===== src/rtl/apb3_pkg.sv =====
// Shared definitions for the APB3 master bridge: FSM states, parameter defaults
// and the slot bases of the 4-slot APB3 interconnect memory map.
package apb3_pkg;

  typedef enum logic [1:0] {
    IDLE   = 2'd0,
    SETUP  = 2'd1,
    ACCESS = 2'd2,
    RESP   = 2'd3
  } apb_state_e;

  localparam int          DEF_APB_DWIDTH = 32;
  localparam logic [31:0] DEF_BASE_ADDR  = 32'h7000_0000;
  localparam logic [31:0] DEF_WIN_MASK   = 32'hF000_0000;

  // Slot bases as decoded by the interconnect; kept in step with the software map.
  localparam logic [31:0] SLOT0_BASE = 32'h7000_0000;
  localparam logic [31:0] SLOT1_BASE = 32'h7100_0000;
  localparam logic [31:0] SLOT2_BASE = 32'h7200_0000;
  localparam logic [31:0] SLOT3_BASE = 32'h7300_0000;

endpackage


===== src/rtl/apb3_master_bridge.sv =====
// Turns single-outstanding core load/store requests into APB3 transfers and
// returns read data plus slave/decode/timeout error status.
module apb3_master_bridge
  import apb3_pkg::*;
#(
  parameter int          APB_DWIDTH     = DEF_APB_DWIDTH,
  parameter logic [31:0] BASE_ADDR      = DEF_BASE_ADDR,
  parameter logic [31:0] WIN_MASK       = DEF_WIN_MASK,
  parameter int          TIMEOUT_CYCLES = 255
) (
  input  logic                  PCLK,
  input  logic                  PRESETN,
  input  logic                  req_valid,
  output logic                  req_ready,
  input  logic [31:0]           req_addr,
  input  logic                  req_write,
  input  logic [APB_DWIDTH-1:0] req_wdata,
  output logic                  rsp_valid,
  output logic [APB_DWIDTH-1:0] rsp_rdata,
  output logic                  rsp_err,
  output logic                  rsp_timeout,
  output logic [31:0]           PADDR,
  output logic                  PSEL,
  output logic                  PENABLE,
  output logic                  PWRITE,
  output logic [APB_DWIDTH-1:0] PWDATA,
  input  logic [APB_DWIDTH-1:0] PRDATA,
  input  logic                  PREADY,
  input  logic                  PSLVERR
);

  localparam bit             TO_EN    = (TIMEOUT_CYCLES != 0);
  localparam int             CW       = TO_EN ? $clog2(TIMEOUT_CYCLES + 1) : 1;
  localparam logic [CW-1:0]  CNT_LAST = CW'(TO_EN ? TIMEOUT_CYCLES - 1 : 0);
  localparam logic [CW-1:0]  CNT_MAX  = {CW{1'b1}};

  apb_state_e            state_r;
  apb_state_e            state_nxt_s;
  logic [CW-1:0]         cnt_r;
  logic                  psel_r;
  logic                  penable_r;
  logic                  pwrite_r;
  logic [31:0]           paddr_r;
  logic [APB_DWIDTH-1:0] pwdata_r;
  logic                  rsp_valid_r;
  logic [APB_DWIDTH-1:0] rsp_rdata_r;
  logic                  rsp_err_r;
  logic                  rsp_timeout_r;
  logic                  addr_ok_s;
  logic                  timeout_hit_s;

  assign addr_ok_s     = ((req_addr & WIN_MASK) == BASE_ADDR) && (req_addr[1:0] == 2'b00);
  assign timeout_hit_s = TO_EN && (cnt_r == CNT_LAST);

  // Next-state decode; PREADY wins over a timeout landing on the same cycle.
  always_comb begin
    state_nxt_s = state_r;
    case (state_r)
      IDLE: begin
        if (req_valid) begin
          state_nxt_s = addr_ok_s ? SETUP : RESP;
        end else begin
          state_nxt_s = IDLE;
        end
      end
      SETUP:  state_nxt_s = ACCESS;
      ACCESS: begin
        if (PREADY || timeout_hit_s) begin
          state_nxt_s = RESP;
        end else begin
          state_nxt_s = ACCESS;
        end
      end
      RESP:    state_nxt_s = IDLE;
      default: state_nxt_s = IDLE;
    endcase
  end

  // State, APB outputs, wait counter and response registers.
  always_ff @(posedge PCLK or negedge PRESETN) begin
    if (!PRESETN) begin
      state_r       <= IDLE;
      cnt_r         <= {CW{1'b0}};
      psel_r        <= 1'b0;
      penable_r     <= 1'b0;
      pwrite_r      <= 1'b0;
      paddr_r       <= 32'h0000_0000;
      pwdata_r      <= {APB_DWIDTH{1'b0}};
      rsp_valid_r   <= 1'b0;
      rsp_rdata_r   <= {APB_DWIDTH{1'b0}};
      rsp_err_r     <= 1'b0;
      rsp_timeout_r <= 1'b0;
    end else begin
      state_r     <= state_nxt_s;
      psel_r      <= (state_nxt_s == SETUP) || (state_nxt_s == ACCESS);
      penable_r   <= (state_nxt_s == ACCESS);
      rsp_valid_r <= (state_nxt_s == RESP);

      if (state_r == ACCESS) begin
        if (cnt_r != CNT_MAX) cnt_r <= cnt_r + CW'(1);
      end else begin
        cnt_r <= {CW{1'b0}};
      end

      case (state_r)
        IDLE: begin
          if (req_valid) begin
            paddr_r  <= req_addr;
            pwrite_r <= req_write;
            pwdata_r <= req_write ? req_wdata : {APB_DWIDTH{1'b0}};
            if (!addr_ok_s) begin
              rsp_rdata_r   <= {APB_DWIDTH{1'b0}};
              rsp_err_r     <= 1'b1;
              rsp_timeout_r <= 1'b0;
            end
          end
        end
        ACCESS: begin
          if (PREADY) begin
            rsp_rdata_r   <= (pwrite_r || PSLVERR) ? {APB_DWIDTH{1'b0}} : PRDATA;
            rsp_err_r     <= PSLVERR;
            rsp_timeout_r <= 1'b0;
          end else if (timeout_hit_s) begin
            rsp_rdata_r   <= {APB_DWIDTH{1'b0}};
            rsp_err_r     <= 1'b1;
            rsp_timeout_r <= 1'b1;
          end
        end
        default: ;
      endcase
    end
  end

  assign req_ready   = (state_r == IDLE);
  assign PSEL        = psel_r;
  assign PENABLE     = penable_r;
  assign PWRITE      = pwrite_r;
  assign PADDR       = paddr_r;
  assign PWDATA      = pwdata_r;
  assign rsp_valid   = rsp_valid_r;
  assign rsp_rdata   = rsp_rdata_r;
  assign rsp_err     = rsp_err_r;
  assign rsp_timeout = rsp_timeout_r;

endmodule


===== config.mk =====
export PLATFORM = sky130hd
export DESIGN_NAME = apb3_master_bridge
export DESIGN_NICKNAME = d
export VERILOG_FILES = /design/src/rtl/apb3_pkg.sv /design/src/rtl/apb3_master_bridge.sv
export SDC_FILE = /design/constraint.sdc
export NUM_CORES = 1
export LEC_CHECK = 0
export CAP_MARGIN = 5
export CORE_ASPECT_RATIO = 0.9
export CORE_UTILIZATION = 30
export DETAILED_ROUTE_END_ITERATION = 6
export DONT_BUFFER_PORTS = 1
export PLACE_DENSITY_LB_ADDON = 0.3
export SYNTH_ARGS = -nofsm -noshare
export SYNTH_HDL_FRONTEND = slang
export SYNTH_SLANG_ARGS = --single-unit

===== constraint.sdc =====
create_clock -name PCLK -period 1.8 [get_ports PCLK]
set_input_delay 0.36 -clock PCLK [delete_from_list [all_inputs] [get_ports PCLK]]
set_output_delay 0.36 -clock PCLK [all_outputs]
set_load 0.005 [all_outputs]

==> summary.md, run 1 <==
| Metric | Value |
|---|---|
| Initial Util | `31.3%` |
| DR iter-0 viols | `121` |
| Failing checks | `negative hold slack` |
| Fmax | `601 MHz` |
| Yosys top cell area share | `59.7%` |
| Net count, final | `588` |
| Slowest CP cell | `dfrtp_1` |
| Synth Register Bits | `112` |
| Tcrit/Tclk final | `92.4%` |
| Finished Cell Area | `5250 um2` |
| Reg2Reg Depth | `7` |
| First-pass GRT wire length | `17000 um` |
| CP max stage delay | `0.35 ns` |
| Core box area | `15000 um2` |
| Largest net degree at the start of global routing | `113` |
| Final WL | `10500 um` |
| Share of cells above drive strength 1 | `7.00%` |
| TritonCTS Buffers | `9` |
| Mux contribution to synthesized area | `7.07%` |
| Origin of the worst setup path | `state_r[1]` |
| Final min period | `1.66 ns` |
| XOR/XNOR Fraction of Synth Area | `0.560%` |
| Post-CTS Setup Inserts | `0` |
| CP startpoint kind | `flip-flop` |
| Most frequent cells in the layout | `198 x nand2_1, 112 x dfrtp_1, 41 x inv_1` |
| Count of input and output buffers | `0` |
| CP max FO | `32` |
| Multi-input logic area | `1630 um2` |
| Fraction of registers with async set or reset after synthesis | `100%` |
| Area contributors post-synth | `dfrtp_1 60%, nand2_1 16%, mux2i_1 6.8%, nand3_1 3.6%, inv_1 3.3%` |
| Status | `finished, violations left` |
| I/O pin cnt | `205` |
| Syn Inst Count | `487` |
| Reg-to-Reg Start | `state_r[1]` |
| RSZ-0062 raised after global routing | `no` |
| Final hold slack | `-0.295 ns` |
| Clock latency on the worst-skew pair | `0.35 ns` |
| Antenna violations before repair | `0` |
| Die X | `134 um` |
| Most common cell after layout, fill and taps aside | `nand2_1` |
| Final ANT Viol Nets | `0` |
| Post-Synth Simple-Gate Area | `22.1%` |
| Final Skew | `0.00889 ns` |
| Dpl hpwl | `7510 um` |
| Clock-pin slew on the worst setup and hold paths | `0.07 ns` |
| Wire per inst | `15.4 um` |
| Reg2reg end | `rsp_rdata[18]` |
| FILL cells | `1512` |
| Pwr dens | `1620 nW/um2` |
| Largest family of logic cells by synthesized area | `simple AND/OR/NAND/NOR gates` |
| Vias in the first global route | `3334` |
| Lkg Pwr | `0.00271 uW` |
| Synth Area in Compound Gates | `3.12%` |
| Syn Area/Cell | `9.63 um2` |
| Cell Rows | `42` |
| Via density per instance | `4.59` |
| Worst Tran Pin Value | `0.428 ns` |
| YS warnings | `0` |
| Worst setup EP type | `flip-flop` |
| Yosys top cell by area | `dfrtp_1` |
| Root Driver | `clkbuf_16` |
| GRT overflow | `0` |
| Sequence of cells on the critical path | `inv_1, ha_2, and2_2, a2bb2oi_4, nand2_4, buf_16, mux2i_1` |
| Data required, critical path | `2.07 ns` |
| Max Slew Vio Count | `0` |
| CTS Sinks | `112` |
| Final setup vio count | `0` |
| Pre-Repair DR Iteration Count | `4` |
| Vias | `3140` |
| Register area share after synthesis | `59.7%` |
| Worst Setup Path Type | `reg -> reg` |
| Register area | `2800 um2` |
| Post-DP Area | `4920 um2` |
| Diodes inserted | `0` |
| Die Span Y | `121 um` |
| Setup WS pre-CTS | `0.0944 ns` |
| Hold Vio Cnt, Final | `112` |
| VDD IR max | `0.000815 V` |
| Post-synth EDFFs | `0` |
| GRT Total Usage | `13.6%` |
| Ys flop type | `dfrtp_1` |
| Overall Power | `8500 uW` |
| RePlAce Congestion | `0.730` |
| Post-Syn Area | `4690 um2` |
| Synthesized net count | `594` |
| Min-delay worst type | `in -> async` |
| Slew headroom | `71.5%` |
| DRC viols | `0` |
| Die Area | `16100 um2` |
| Total negative slack | `0 ns` |
| # H-tree levels | `3` |
| Synth unique cells | `32` |
| Synthesis-to-finish area growth | `11.8%` |
| Crit path DAT | `1.93 ns` |
| Clock Path Buffers | `2` |
| MaxCap Viol Count | `0` |
| CTS tree | `done` |
| Fin worst setup slack | `0.137 ns` |
| R2R setup slack | `0.14 ns` |
| Synth Area in Adders | `1.33%` |
==> state kept, by name (all words and copies together) (netlist names) <==
register	flops
state_r	2
rsp_rdata	32
PADDR	32
rsp_timeout	1
PWRITE	1
rsp_valid	1
PENABLE	1
PSEL	1
cnt_r	8
PWDATA	32
rsp_err	1
==> cell type report <==
type                       instances  share of cell area (%)
clock inverter                     6                    1.43
multi-input combinational        308                    31.0
tap                              198                    4.72
inverter                          41                    2.93
sequential                       112                    53.4
timing repair buffer               9                    2.15
clock buffer                      10                    4.36
==> Yosys cell counts (2+ instances only) <==
| cell | instances |
|---|---|
| inv_1 | 41 |
| a21oi_1 | 4 |
| buf_2 | 9 |
| clkbuf_1 | 13 |
| buf_6 | 3 |
| and2_1 | 3 |
| a31oi_1 | 3 |
| nor2b_1 | 4 |
| a41o_1 | 3 |
| dfrtp_1 | 112 |
| nand2_1 | 199 |
| mux2i_1 | 32 |
| ha_1 | 5 |
| nor3b_1 | 2 |
| o21ai_0 | 2 |
| and3_1 | 2 |
| xor2_1 | 2 |
| nand3_1 | 34 |
==> stage by stage <==
step / cells / util [%]
after floorplan: 487 / -
after global placement: 668 / 32.8
after detailed placement: 668 / 32.8
after CTS: 684 / 34.9
after global routing: 684 / 35.0
final: 684 / 35.0
==> worst max-delay path by stage <==
stage	end	slack (ns)	cells after the start
finish	rsp_rdata[18]	0.14	7
global route	rsp_rdata[6]	0.03	7
CTS	rsp_rdata[27]	0.08	7
detailed placement	rsp_rdata[3]	0.09	7
global placement	rsp_rdata[4]	0.19	7
floorplan	rsp_err	0.15	7
==> timing repair <==
action	in CTS	in global routing
gates resized for setup	0	4
hold endpoints to repair	112	112
endpoints found under the setup margin	0	18
==> routing by layer <==
| layer | routed length, um | up-vias | track usage [%] | part of all wire [%] |
|---|---|---|---|---|
| met5 | 0 | - | 0 | 0 |
| met4 | 133 | 0 | 3.91 | 1.3 |
| li1 | - | 1509 | - | - |
| met1 | 4160 | 1471 | 15.2 | 40 |
| met3 | 1260 | 9 | 7.38 | 12 |
| met2 | 4950 | 151 | 22.4 | 47 |
==> logic make-up (layout without fill, tap and decap cells) <==
family / Yosys count / count (layout)
compound gates: 17 / 17
xor+xnor: 3 / 3
fa+ha+maj: 5 / 5
buf+inv: 67 / 66
flops: 112 / 112
mux: 33 / 33
simple gates: 250 / 250
==> report_power, final <==
group          switching [uW]  internal (uW)  leakage (uW)
clock                     934           1100      0.000146
combinational            1330            961       0.00109
sequential                751           3420       0.00147
total                    3010           5490       0.00271
==> worst max-delay path: cells and delay by family, from the launching register on <==
| kind | cells | cell delay, ns |
|---|---|---|
| flops | 1 | 0.35 |
| simple gates | 2 | 0.33 |
| mux | 1 | 0.23 |
| compound gates | 1 | 0.19 |
| buf+inv | 2 | 0.28 |
| fa+ha+maj | 1 | 0.19 |
No activity file was read; power rests on OpenSTA's default activity.
==> run 2: changes to the inputs <==
Settings changed: CTS_CLUSTER_SIZE set to 24.
==> results of run 2 <==
Final layout, timing and power as in run 1 (identical DEF).
